`config.mk`:
```
export PLATFORM = sky130hd
export DESIGN_NAME = attack_ctrl
export DESIGN_NICKNAME = d
export VERILOG_FILES = /design/src/rtl/game_pkg.sv /design/src/rtl/atk_timing.sv /design/src/rtl/attack_ctrl.sv
export SDC_FILE = /design/constraint.sdc
export NUM_CORES = 1
export LEC_CHECK = 0
export BUFFER_PORTS_ARGS = -buffer_cell sky130_fd_sc_hd__buf_2
export CORE_MARGIN = 1
export CORE_UTILIZATION = 35
export CTS_CLUSTER_DIAMETER = 50
export DETAILED_ROUTE_END_ITERATION = 8
export REMOVE_ABC_BUFFERS = 1
export SLEW_MARGIN = 20
export SYNTH_ARGS = -nofsm -noshare
export SYNTH_HDL_FRONTEND = slang
export SYNTH_HIERARCHICAL = 1
export SYNTH_SLANG_ARGS = --single-unit
export TNS_END_PERCENT = 1
```
`constraint.sdc`:
```
create_clock -name clk -period 1.8 [get_ports clk]
set_input_delay 0.36 -clock clk [delete_from_list [all_inputs] [get_ports clk]]
set_output_delay 0.36 -clock clk [all_outputs]
set_load 0.005 [all_outputs]
```
`src/rtl/game_pkg.sv`:
```
// Shared definitions for the attack controller: state encoding, attack codes,
// weapon type codes and per-weapon duration tables (in game ticks).
package game_pkg;

  typedef enum logic [1:0] {
    ST_IDLE     = 2'd0,
    ST_WINDUP   = 2'd1,
    ST_ACTIVE   = 2'd2,
    ST_COOLDOWN = 2'd3
  } atk_state_e;

  localparam int CNT_W  = 5;
  localparam int TYPE_W = 3;

  localparam logic [TYPE_W-1:0] TYPE_WOODEN = 3'd0;
  localparam logic [TYPE_W-1:0] TYPE_BASYS  = 3'd1;
  localparam logic [TYPE_W-1:0] TYPE_CAR    = 3'd2;

  localparam logic [3:0] ATK_NONE  = 4'h0;
  localparam logic [3:0] ATK_BACK  = 4'hA;
  localparam logic [3:0] ATK_FRONT = 4'hB;
  localparam logic [3:0] ATK_LEFT  = 4'hC;
  localparam logic [3:0] ATK_RIGHT = 4'hD;

  localparam logic [CNT_W-1:0] WINDUP_T = 5'd2;

  // Indexed by weapon type: [0] wooden, [1] basys, [2] car.
  localparam logic [2:0][CNT_W-1:0] ACT_T = {5'd10, 5'd6, 5'd8};
  localparam logic [2:0][CNT_W-1:0] CD_T  = {5'd30, 5'd20, 5'd12};

  function automatic logic [3:0] dir2code(input logic [1:0] dir);
    logic [3:0] code;
    case (dir)
      2'd0:    code = ATK_BACK;
      2'd1:    code = ATK_FRONT;
      2'd2:    code = ATK_LEFT;
      default: code = ATK_RIGHT;
    endcase
    return code;
  endfunction

  function automatic logic type_ok(input logic [TYPE_W-1:0] t);
    return t <= TYPE_CAR;
  endfunction

endpackage

```
`src/rtl/atk_timing.sv`:
```
// Combinational duration lookup: active and cooldown lengths for a weapon type.
module atk_timing
  import game_pkg::*;
(
  input  logic [TYPE_W-1:0] type_i,
  output logic [CNT_W-1:0]  act_o,
  output logic [CNT_W-1:0]  cd_o
);

  // Unused codes never reach the register, but fall back to wooden anyway.
  always_comb begin
    act_o = ACT_T[0];
    cd_o  = CD_T[0];
    case (type_i)
      TYPE_BASYS: begin
        act_o = ACT_T[1];
        cd_o  = CD_T[1];
      end
      TYPE_CAR: begin
        act_o = ACT_T[2];
        cd_o  = CD_T[2];
      end
      default: ;
    endcase
  end

endmodule

```
`src/rtl/attack_ctrl.sv`:
```
// Attack sequencer: IDLE -> WINDUP -> ACTIVE -> COOLDOWN with tick-paced
// down-counter, one-deep request buffer and weapon selection while idle.
module attack_ctrl
  import game_pkg::*;
(
  input  logic              clk,
  input  logic              rst,
  input  logic              tick,
  input  logic              gameover,
  input  logic              attack_btn,
  input  logic [1:0]        facing,
  input  logic [TYPE_W-1:0] weapon_sel,
  input  logic              sel_valid,
  // "type" is a reserved word, hence the suffix.
  output logic [TYPE_W-1:0] type_o,
  output logic [3:0]        atk_code,
  output logic              busy,
  output logic              pending
);

  atk_state_e        state_q, state_d;
  logic [CNT_W-1:0]  cnt_q, cnt_d;
  logic [1:0]        dir_q, dir_d;
  logic [TYPE_W-1:0] type_q, type_d;
  logic [3:0]        atk_q, atk_d;
  logic              pend_q, pend_d;

  logic [CNT_W-1:0]  act_len, cd_len;
  logic              expire;

  atk_timing u_timing (
    .type_i (type_q),
    .act_o  (act_len),
    .cd_o   (cd_len)
  );

  // <= 1 rather than == 1 so a stray zero count cannot wedge a state.
  assign expire = tick && (cnt_q <= 5'd1);

  always_comb begin
    state_d = state_q;
    cnt_d   = cnt_q;
    dir_d   = dir_q;
    type_d  = type_q;
    pend_d  = pend_q;

    case (state_q)
      ST_IDLE: begin
        if (sel_valid && type_ok(weapon_sel)) type_d = weapon_sel;
        if (attack_btn) begin
          dir_d   = facing;
          cnt_d   = WINDUP_T;
          state_d = ST_WINDUP;
        end
      end
      ST_WINDUP: begin
        if (expire) begin
          cnt_d   = act_len;
          state_d = ST_ACTIVE;
        end else if (tick) begin
          cnt_d = cnt_q - 5'd1;
        end
      end
      ST_ACTIVE: begin
        if (attack_btn) pend_d = 1'b1;
        if (expire) begin
          cnt_d   = cd_len;
          state_d = ST_COOLDOWN;
        end else if (tick) begin
          cnt_d = cnt_q - 5'd1;
        end
      end
      ST_COOLDOWN: begin
        if (attack_btn) pend_d = 1'b1;
        // A press landing on the expiry cycle counts as buffered.
        if (expire) begin
          if (pend_q || attack_btn) begin
            pend_d  = 1'b0;
            dir_d   = facing;
            cnt_d   = WINDUP_T;
            state_d = ST_WINDUP;
          end else begin
            cnt_d   = '0;
            state_d = ST_IDLE;
          end
        end else if (tick) begin
          cnt_d = cnt_q - 5'd1;
        end
      end
      default: begin
        cnt_d   = '0;
        state_d = ST_IDLE;
      end
    endcase

    if (gameover) begin
      state_d = ST_IDLE;
      cnt_d   = '0;
      pend_d  = 1'b0;
      dir_d   = dir_q;
      type_d  = type_q;
    end

    atk_d = (state_d == ST_ACTIVE) ? dir2code(dir_d) : ATK_NONE;
  end

  always_ff @(posedge clk) begin
    if (!rst) begin
      state_q <= ST_IDLE;
      cnt_q   <= '0;
      dir_q   <= '0;
      type_q  <= TYPE_WOODEN;
      atk_q   <= ATK_NONE;
      pend_q  <= 1'b0;
    end else begin
      state_q <= state_d;
      cnt_q   <= cnt_d;
      dir_q   <= dir_d;
      type_q  <= type_d;
      atk_q   <= atk_d;
      pend_q  <= pend_d;
    end
  end

  assign type_o   = type_q;
  assign atk_code = atk_q;
  assign busy     = (state_q != ST_IDLE);
  assign pending  = pend_q;

endmodule

```
# == Word-level counts from Yosys, hierarchy flattened ==
# Cells that the tools add are included.
# op_classes
n_addsub,1
order_cmp,2
n_eq_ne,9
mux,26
n_bitwise,2
reduce_logical,10
# op_table
operator,count
two-way mux 5 bit,5
two-way mux 2 bit,10
one-hot mux 5 bit (4 select lines),1
one-hot mux 5 bit (2 select lines),1
one-hot mux 3 bit (3 select lines),1
"equality test 2 bit, second input constant",4
one-hot mux 2 bit (4 select lines),1
one-hot mux 4 bit (2 select lines),1
"<= comparator 5 x 1 -> 1 bit, second input constant",1
"subtractor 5 x 1 -> 5 bit, second input constant",1
"equality test 2 x 1 -> 1 bit, second input constant",2
logical NOT 2 bit,2
two-way mux 1 bit,4
one-hot mux 2 bit (2 select lines),1
nonzero test 2 bit,2
"equality test 3 x 1 -> 1 bit, second input constant",1
"equality test 3 x 2 -> 1 bit, second input constant",1
"<= comparator 3 x 2 -> 1 bit, second input constant",1
AND reduction 3 bit,1
logical AND 1 bit,2
"!= test 2 bit, second input constant",1
inverter 1 bit,2
one-hot mux 1 bit (2 select lines),1
AND reduction 2 bit,1
other kinds (2),2
# word_totals
regBits,17
elab_cells,56

# == Logic depth before layout (Yosys ltp) ==
# depth
word_depth,7
mapped_depth,7
mapped_depth_nobuf,6

# == Hierarchy ==
# The synthesis kept the hierarchy.
# by_module_without_submodules
mod,instances,cells_each,area_per_inst_um2,seq_area_each_um2
attack_ctrl,1,124,1094.8,340.3
atk_timing,1,14,91.3,0.0

# == Worst setup path before layout ==
# Ideal clock, no wire load.
# synth_path
path_type,reg2reg
from,reg state_q[0]
to,reg atk_q[2] (netlist: atk_code[2])
setup_ns,0.128
arrival_ns,1.631
t_required_ns,1.672
setup_slack_ns,0.041
path_stages_with_launch,7
n_path_buf,0
path_cell_list,dfxtp_1 -> inv_1 -> ha_1 -> nor2b_1 -> a221o_1 -> a211o_1 -> nor3b_2
# synth_between
elab_chain_len,5
# synth_lines
element,line,rtl
start: declaration,attack_ctrl.sv:21,"atk_state_e state_q, state_d;"
start signal: assignment,attack_ctrl.sv:116,state_q <= state_d;
"equality test 2 bit, or another cell as far along",attack_ctrl.sv:47,case (state_q)
one-hot mux 2 bit (2 select lines) or one-hot mux 2 bit (4 select lines) (tied branches),attack_ctrl.sv:47,
two-way mux 2 bit,attack_ctrl.sv:96,if (gameover) begin
"equality test 2 bit, or another cell as far along",game_pkg.sv:33,case (dir)
one-hot mux 3 bit (3 select lines) or AND reduction 2 bit (tied branches),-,
end signal: assignment,attack_ctrl.sv:120,atk_q <= atk_d;
end: declaration,attack_ctrl.sv:25,"logic [3:0] atk_q, atk_d;"
# Parallel ways exist; a longest one is shown, timed or not.
# A chain may end at the register's enable or synchronous reset.

# == Worst setup path after layout ==
# layout_path
from,reg cnt_q[1]
to,reg atk_q[0] (netlist: atk_code[0])
# layout_between
elab_chain_len,7
# layout_lines
element,line,rtl
start: declaration,attack_ctrl.sv:22,"logic [CNT_W-1:0] cnt_q, cnt_d;"
start signal: assignment,attack_ctrl.sv:117,cnt_q <= cnt_d;
<= comparator 5 x 1 -> 1 bit (*),attack_ctrl.sv:38,assign expire = tick && (cnt_q <= 5'd1);
logical AND 1 bit (*),attack_ctrl.sv:38,
two-way mux 2 bit (on tied branches),"attack_ctrl.sv:76, attack_ctrl.sv:57, attack_ctrl.sv:66",
one-hot mux 2 bit (2 select lines) or one-hot mux 2 bit (4 select lines) (tied branches),attack_ctrl.sv:47,
two-way mux 2 bit,attack_ctrl.sv:96,
"equality test 2 bit, or another cell as far along",game_pkg.sv:33,
one-hot mux 3 bit (3 select lines) or AND reduction 2 bit (tied branches),-,
# Every way passes the cells marked *; elsewhere a longest branch is shown, timed or not.

==> run metrics <==
Slew HR=59.3%; Tcrit/Tclk final=96.9%; Die ar.=3630 um^2; Final setup viols=0; CP max stage cell=a221o_1; GRT Util Overall=18.4%; Setup crit start kind=flip-flop; Root Driver=clkbuf_4; Synth Cell Area=1190 um^2; area leader, netlist=dfxtp_1; CTS Buf Count=3; clock tree buffer depth=2; synth-to-layout area growth=27.1%; H-tree depth=1; XOR/XNOR Fraction of Synth Area=2.22%; layout cells sized above 1=35.5%; CP peak stage delay=0.40 ns; DRC Markers=0; cell count after synthesis=138; filler cell count=290; Synth Area in Simple Gates=28.9%; Clock Latency Late Sink=0.31 ns; Placement Rows=20; global-route wire length before repair=4950 um; CTS clock-pin slew for the worst setup and hold paths=0.12 ns; routed vias=1,129; mean post-synth cell area=8.60 um^2; # port buffers=19; most frequent cells after synthesis=dfxtp_1, inv_1, nand2_1; EDFF count, synth=0; count leader, synth=dfxtp_1; worst-path fanout max=5; die width=60.2 um; Syn. warnings=6; DR vias/cell=5.23; crit path buf inv count=2; Worst VDD drop=419 uV; largest family of logic cells by synthesized area=simple AND/OR/NAND/NOR gates; Lkg Pwr=0.644 nW; sequential fraction of the synthesis area=28.7%; drt total wl=2890 um; GRT overflow=0; hold buffers post-CTS=0; post-route insts no fill=216; Setup CP Type=reg -> reg; Core ar.=3130 um^2; DRT iter0 DRCs=53; kind of end point of the critical path=flip-flop; Final Skew=0.00923 ns; top_reg_cell synth=dfxtp_1; ANT cells=0; CP arrival=1.98 ns; TritonCTS clock tree=done; footprint of the multi-input gates=786 um^2; RSZ-0062 raised after global routing=yes; Crit path max-delay family=compound AO/OA/AOI/OAI gates; CP cell instances=inv_1, ha_1, o21ba_2, buf_4, o311ai_1, a221o_1, nor3_1; Initial Utilization=37.9%; HPWL after DPL=2160 um; First-pass DRT Iterations=4; Final Util=48.2%; dpl ws=-0.0148 ns; share of the synthesized area in the top cell type=28.7%; FF+latch count, synth=17; Post-DRT Antenna Nets=0; Critical Path RT=2.04 ns; synth unique cells=50; number of antenna violations at the first check in global routing=0; final setup TNS=0 ns; largest net degree at the start of global routing=17; worst-margin pin slew=0.607 ns; number of global-route vias before repair=1,023; Final Hold Vio Count=0; I/O pins=20; max-cap viol count=0; run status=finished clean; Seq. cell area=345 um^2; Min Clock Period, post-route=1.74 ns; highest clock rate=0.574 GHz; largest cells by area after synthesis=dfxtp_1, ha_1, buf_4; Synth Area in Adders=6.33%; gpl congestion=0.784; mux contribution to synthesized area=1.69%; FFs w/ async S/R, synth=0%; Compound-Gate Fraction of Synth Area=22.8%; Hold Path Class=in -> reg; Hold Slack=0.319 ns; DP Cell Count=213; nets@finish=190; PwrDens=529 nW/um^2; Slew Viols, Final=0; die height=60.2 um; per-cell routed wire length=13.4 um; clock tree sinks=17; Final Worst Setup Slack=0.0566 ns
==> registers in the layout, summed over array words and instances (netlist names) <==
name and count:
cnt_q 5, dir_q 2, type_o 3, atk_code 4, state_q 2, pending 1
==> layer usage <==
layer	part of all wire (%)	track usage [%]	wire length, um	vias up
li1	-	-	-	568
met1	48	24.3	1390	530
met2	47	30.0	1360	26
met3	3.8	3.90	110	5
met4	1.0	4.98	29	0
met5	0	0	0	-
==> layout by cell type, fill, tap and decap left out, drive strengths merged, types with 6 or more instances in the layout <==
| cell | Yosys | routed |
|---|---|---|
| buf | 9 | 39 |
| dfxtp | 17 | 17 |
| inv | 8 | 8 |
| a31oi | 6 | 6 |
| nor3 | 6 | 6 |
| nand2 | 8 | 8 |
| ha | 6 | 6 |
| nor2 | 7 | 7 |
==> area by class of cell <==
cell class | instances | area share [%]
repair buffers | 39 | 17.3
well taps | 44 | 3.65
flip-flops and latches | 17 | 22.9
clock inverters | 1 | 0.498
inverters | 8 | 1.99
multi-input cells | 104 | 52.1
clock buffers | 3 | 1.49
==> kinds of logic (layout without fill, tap and decap cells) <==
family                     count (synthesis)  count (layout)
and+or+nand+nor                           54              54
AOI/OAI and AO/OA                         35              35
buffers and inverters                     19              51
DFF                                       17              17
adders and majority gates                  6               6
xor gates and xnor gates                   3               3
other                                      2               4
muxes                                      2               2
==> metrics by stage <==
step	cell area, um^2	total power, W
4_1_cts	1490	0.000800
2_1_floorplan	1120	0.000491
3_5_place_dp	1440	0.000566
6_report	1510	0.000797
3_3_place_gp	1440	0.000563
5_1_grt	1510	0.000841
==> power by group <==
part,total [W],switching (W),internal (W)
clock network,0.000228,0.000143,0.0000848
registers,0.000391,0.00000669,0.000384
logic,0.000179,0.0000910,0.0000878
==> worst paths after layout <==
kind,start,end,slack (ns),cells past startpoint
max,cnt_q[1]$_SDFFE_PP0P_,atk_code[0]$_SDFF_PN0_,0.06,7
min,weapon_sel[0],type_o[0]$_SDFFE_PN0P_,0.32,3
max reg2reg,cnt_q[1]$_SDFFE_PP0P_,atk_code[0]$_SDFF_PN0_,0.06,7
min reg2reg,type_o[2]$_SDFFE_PN0P_,type_o[2]$_SDFFE_PN0P_,0.55,1
==> worst register-to-register path, stage by stage, from the launching register on <==
cell and delay (ns):
dfxtp_2 0.34, inv_1 0.06, ha_1 0.19, o21ba_2 0.27, buf_4 0.12, o311ai_1 0.11, a221o_1 0.40, nor3_1 0.21
==> repair_timing <==
action / in CTS / in global routing
pin swaps: 2 / 2
resized for setup: 5 / 9
buffers inserted: 0 / 0
setup endpoints to repair: 6 / 11
Note: power is estimated with default switching activity, not from simulation.
